[src/rtl/imem_loader_pkg.sv]
// Shared types and constants for the instruction memory loader.
package imem_loader_pkg;

    typedef enum logic [2:0] {
        IDLE,
        LEN,
        DATA,
        WRITE,
        DONE,
        ERR
    } state_t;

    localparam int BYTES_PER_WORD = 4;

    function automatic logic [31:0] max_words(input int aw);
        return 32'd1 << aw;
    endfunction

endpackage

[src/rtl/byte_packer.sv]
// Collects stream bytes into a little-endian 32-bit word.
module byte_packer
    import imem_loader_pkg::*;
(
    input  logic        clk,
    input  logic        reset,
    input  logic        clear,
    input  logic        push,
    input  logic [7:0]  data,
    output logic [31:0] word,
    output logic        word_full
);

    localparam int IW = $clog2(BYTES_PER_WORD);

    logic [IW-1:0] idx;

    always_ff @(posedge clk or negedge reset) begin
        if (!reset) begin
            idx  <= '0;
            word <= '0;
        end else if (clear) begin
            idx  <= '0;
            word <= '0;
        end else if (push) begin
            word[8*idx +: 8] <= data;
            idx              <= idx + 1'b1;
        end
    end

    assign word_full = push && (idx == IW'(BYTES_PER_WORD - 1));

endmodule

[src/rtl/imem_loader.sv]
// Loads a length-prefixed byte stream into instruction memory,
// holding the CPU in reset until the whole image is written.
module imem_loader
    import imem_loader_pkg::*;
#(
    parameter int ADDR_WIDTH = 8,
    parameter int LEN_BYTES  = 2
) (
    input  logic        clk,
    input  logic        reset,
    input  logic        start,
    input  logic        byte_valid,
    input  logic [7:0]  byte_data,
    output logic        byte_ready,
    output logic        mem_we,
    output logic [31:0] mem_addr,
    output logic [31:0] mem_wdata,
    output logic        cpu_hold,
    output logic        busy,
    output logic        done,
    output logic        error
);

    localparam int LW  = 8 * LEN_BYTES;
    localparam int LCW = $clog2(LEN_BYTES) + 1;

    state_t                state, state_d;
    logic [LW-1:0]         len, len_next;
    logic [LCW-1:0]        len_cnt;
    logic [ADDR_WIDTH-1:0] word_idx;
    logic [31:0]           word;
    logic                  word_full;
    logic                  clr, len_en, push, widx_inc;
    logic                  len_last, len_bad, last_word;

    byte_packer u_packer (
        .clk       (clk),
        .reset     (reset),
        .clear     (clr),
        .push      (push),
        .data      (byte_data),
        .word      (word),
        .word_full (word_full)
    );

    // Header arrives LSB first, so each byte enters at the top.
    assign len_next  = (len >> 8) | (LW'(byte_data) << (LW - 8));
    assign len_last  = (len_cnt == LCW'(LEN_BYTES - 1));
    assign len_bad   = (len_next == '0) ||
                       (32'(len_next) > max_words(ADDR_WIDTH));
    assign last_word = (32'(word_idx) + 32'd1) == 32'(len);

    always_ff @(posedge clk or negedge reset) begin
        if (!reset) begin
            state    <= IDLE;
            len      <= '0;
            len_cnt  <= '0;
            word_idx <= '0;
        end else begin
            state <= state_d;
            if (clr) begin
                len      <= '0;
                len_cnt  <= '0;
                word_idx <= '0;
            end else begin
                if (len_en) begin
                    len     <= len_next;
                    len_cnt <= len_cnt + 1'b1;
                end
                if (widx_inc) begin
                    word_idx <= word_idx + 1'b1;
                end
            end
        end
    end

    always_comb begin
        state_d  = state;
        clr      = 1'b0;
        len_en   = 1'b0;
        push     = 1'b0;
        widx_inc = 1'b0;
        unique case (state)
            IDLE, DONE, ERR: begin
                if (start) begin
                    state_d = LEN;
                    clr     = 1'b1;
                end
            end
            LEN: begin
                if (byte_valid) begin
                    len_en = 1'b1;
                    if (len_last) begin
                        state_d = len_bad ? ERR : DATA;
                    end
                end
            end
            DATA: begin
                if (byte_valid) begin
                    push = 1'b1;
                    if (word_full) begin
                        state_d = WRITE;
                    end
                end
            end
            WRITE: begin
                widx_inc = 1'b1;
                state_d  = last_word ? DONE : DATA;
            end
            default: state_d = IDLE;
        endcase
    end

    assign byte_ready = (state == LEN) || (state == DATA);
    assign busy       = byte_ready || (state == WRITE);
    assign cpu_hold   = busy || (state == ERR);
    assign done       = (state == DONE);
    assign error      = (state == ERR);
    assign mem_we     = (state == WRITE);
    assign mem_addr   = {{(30 - ADDR_WIDTH){1'b0}}, word_idx, 2'b00};
    assign mem_wdata  = word;

endmodule

[config.mk]
export PLATFORM = sky130hd
export DESIGN_NAME = imem_loader
export DESIGN_NICKNAME = d
export VERILOG_FILES = /design/src/rtl/imem_loader_pkg.sv /design/src/rtl/byte_packer.sv /design/src/rtl/imem_loader.sv
export SDC_FILE = /design/constraint.sdc
export NUM_CORES = 1
export LEC_CHECK = 0
export ABC_CLOCK_PERIOD_IN_PS = 3950
export CORE_MARGIN = 1.5
export CORE_UTILIZATION = 35
export CTS_BUF_LIST = sky130_fd_sc_hd__clkbuf_4 sky130_fd_sc_hd__clkbuf_8 sky130_fd_sc_hd__clkbuf_16
export CTS_CLUSTER_DIAMETER = 200
export DETAILED_ROUTE_END_ITERATION = 8
export GPL_TIMING_DRIVEN = 0
export HOLD_SLACK_MARGIN = 0.06
export PLACE_DENSITY_LB_ADDON = 0.12
export SLEW_MARGIN = 10
export SYNTH_ARGS = -nofsm -noshare
export SYNTH_HDL_FRONTEND = slang
export SYNTH_SLANG_ARGS = --single-unit
[constraint.sdc]
create_clock -name clk -period 3.95 [get_ports clk]
set_clock_uncertainty 0.1 [all_clocks]
set_input_delay 1.185 -clock clk [delete_from_list [all_inputs] [get_ports clk]]
set_output_delay 1.185 -clock clk [all_outputs]
set_load 0.01 [all_outputs]
==> implementation parameters <==
Parameter                              Value

Logic synthesis
  Number of warnings reported in the yosys synthesis log ... 0
  Most frequent cell after synthesis ... dfrtp_1
  Post-synth top cells ... dfrtp_1 (63), nand2_1 (41), a22o_1 (32), a21oi_1 (28), buf_4 (26)
  Largest cells by area after synthesis ... dfrtp_1 (49%), a22o_1 (8.7%), buf_4 (6.1%)
  Synth Instances ... about 320
  Area share of the largest cell type after synthesis ... 0.489
  Ys async rst share ... 1.00
  Seq/Total Area, Yosys ... 0.489
  #FFs+latches synth ... 63
  Distinct cell type count of the synthesized netlist ... 52
  Number of enable-type register cells in the synthesized netlist ... 0
  Total standard cell area after synthesis ... 3220 µm²
  Dominant cell type by area after synthesis ... dfrtp_1
  Avg Cell Area, Syn ... ~10 µm²
  Main flop type after synthesis ... dfrtp_1

Floorplan
  Effective utilization at floorplan ... 0.366
  Die outline area ... roughly 10000 µm²
  IO Pins ... 82
  Number of placement rows ... 34
  DIE HEIGHT ... just under 100 µm
  CORE AREA ... 8810 µm²
  Die W ... about 100 µm

CTS
  Max Buffers Root-to-Sink ... 2
  Clock tree from TritonCTS ... built
  Post-CTS resize count ... 0
  Clock network latency to the later pin of the worst-skew pair ... 0.35 ns
  Root buf cell ... clkbuf_8
  Setup fix buffers added after clock tree synthesis ... 0
  Register clock-pin slew on the reported worst setup and hold paths ... 0.08 ns
  TritonCTS buffer count ... 9
  Count of clock tree sinks ... 63
  Number of H-tree levels ... 3
  CTS Hold Buffers Added ... 0

Flow run
  MaxCap Viol Count ... 0

Timing
  Final hold vios ... 0
  Max Transition Viols Final ... 0
  Ratio of final minimum period to clock period ... 0.811
  Top achievable clock speed ... 312 MHz
  Min Tclk post-route ... between 3 and 4 ns
  RSZ-0062 raised after global routing ... false
  Final worst slack ... between 0.7 and 0.8 ns
  Measured slew at the worst slew-check pin ... roughly 0.71 ns
  Count of final setup violators ... 0
  Relative slew margins ... 0.526

Worst setup path
  Data arrival time of the critical path ... 1.92 ns
  Highest fanout seen on the critical path ... 8
  Crit path capture type ... primary output
  Required time reported for the critical path endpoint ... around 2.7 ns
  Critical path class ... reg -> out
  Startpoint type of the worst setup path ... flop

Layout
  Fraction of layout cells with a size suffix above 1 ... 0.149
  Diode insertion count for antenna repair ... 0
  Number of non-filler instances in the completed layout ... 523
  Layout Utilization ... 0.481
  Synth-to-layout area growth ... 31.4%
  Net count, final ... between 400 and 500
  Area of the multi-input gates ... 1440 µm²
  Fill cell total of the finished layout ... 859
  Storage element area ... 1580 µm²

Global route
  Antenna violations before repair ... 0
  Aggregate global-route resource usage ... 0.166
  Wire length of the first global-routing pass ... roughly 13000 µm
  Overflow after GRT ... 0
  Via count of the first global-routing pass ... 2544
  Pin count of the biggest net entering global routing ... 35

Power
  IR Drop Worst-Case VDD ... 169 µV
  Power per unit of standard cell area ... ~470 nW/µm²
  Leakage power of the design ... between 1.5 and 2 nW

Routing
  Routed vias ... ~2600
  Routed wire per std cell ... around 15 µm
  Via count normalized by instance count ... about 5.0
  Post-detailed-route DRC marker count ... 6
  Initial drt markers ... 72
  Total wire length after detailed routing ... ~7800 µm
  Number of nets with antenna violations after routing ... 0
  First-pass iteration count of the detailed router ... 6

Placement
  Detail Placement HPWL ... roughly 5500 µm
  Dpl ws ... between 0.7 and 0.8 ns
  # port buffers ... 57
  # placed instances ... 507
  Placer's final routability congestion estimate ... just under 0.8

Worst hold path
  Class of the tightest hold or removal check ... reg -> reg

Outcome
  Violated checks ... DRC
  Run status ... complete, but fails checks
metrics by stage:
step	cell area [µm²]	power (mW)	setup TNS, ns	hold WS (ns)
global route	4240	2.12	0	0.428
finish	4240	1.98	0	0.409
global placement	4020	1.39	-37.64	0.391
detailed placement	4030	1.41	0	0.395
CTS	4240	2.00	0	0.417
floorplan	3310	1.23	0	0.416
worst paths after layout:
path,from,endpoint,slack (ns),depth (start not counted)
setup / recovery,state[0]$_DFFE_PN0P_,mem_we,0.75,4
hold / removal,u_packer.word[8]$_DFFE_PN0P_,u_packer.word[8]$_DFFE_PN0P_,0.41,1
setup reg to reg,word_idx[0]$_DFFE_PN0P_,state[1]$_DFFE_PN0P_,1.74,7
hold reg to reg,u_packer.word[8]$_DFFE_PN0P_,u_packer.word[8]$_DFFE_PN0P_,0.41,1
max in group asynchronous,reset,len[12]$_DFFE_PN0P_,2.57,2
min in group asynchronous,reset,u_packer.idx[0]$_DFFE_PN0P_,0.65,1
cell usage in the layout (no fill, tap or decap), types with 2 or more instances in the layout:
master,netlist,layout
nand4_1,4,4
a21oi_1,28,28
nor3_1,7,7
nor2_2,2,2
clkbuf_1,7,7
clkdlybuf4s50_1,0,56
xor2_1,7,7
xnor2_1,10,10
a22o_1,32,32
dfrtp_1,63,63
a211oi_1,2,2
and4b_1,2,2
nand2_1,41,41
conb_1,1,24
clkinvlp_4,0,2
a21o_1,2,2
or3_1,3,3
ha_1,7,7
buf_2,6,6
nor2_1,18,18
nand2b_1,2,2
nor4_2,2,2
inv_1,9,9
and4_1,3,3
o21ai_0,2,2
buf_4,26,27
clkbuf_8,0,9
inv_6,0,3
o31ai_1,2,2
nand3_1,4,4
layout make-up:
| type | instances | area share |
|---|---|---|
| multi-input cells | 229 | 0.341 |
| clock inverters | 7 | 0.0189 |
| plain buffers | 39 | 0.0594 |
| well taps | 108 | 0.0319 |
| flip-flops and latches | 63 | 0.372 |
| clock buffers | 9 | 0.0292 |
| inverters | 10 | 0.00886 |
| repair buffers | 58 | 0.139 |
worst max-delay path, cell delays in order (launching register included):
cell and delay, ns:
dfrtp_1 0.47, nor2b_4 0.23, nand2_1 0.12, clkinv_1 0.17
clkdlybuf4s50_1 0.57
power by group:
| part | switching (mW) | internal, mW |
|---|---|---|
| combinational | 0.313 | 0.245 |
| clock | 0.287 | 0.299 |
| sequential | 0.0893 | 0.742 |
| total | 0.689 | 1.29 |
registers in the layout, indices dropped and copies added (netlist names):
| signal | cells |
|---|---|
| state | 3 |
| u_packer.word | 32 |
| len_cnt | 2 |
| len | 16 |
| word_idx | 8 |
| u_packer.idx | 2 |
kinds of logic (layout without fill, tap and decap cells):
group           count (synthesis)  after routing  share of synthesized area
flops                          63             63                      0.489
compound gates                 79             79                      0.178
other cells                     1             24                    0.00116
buf+inv                        49            123                     0.0897
xor+xnor                       17             17                     0.0462
fa+ha+maj                       7              7                     0.0272
simple gates                  100            100                      0.162
mux                             2              2                    0.00660
routing by layer:
| layer | routed length, µm | track usage |
|---|---|---|
| met5 | 0 | 0 |
| met4 | 135 | 0.0714 |
| met3 | 428 | 0.0383 |
| met2 | 3520 | 0.255 |
| met1 | 3670 | 0.226 |
(Power assumes the default switching activity.)
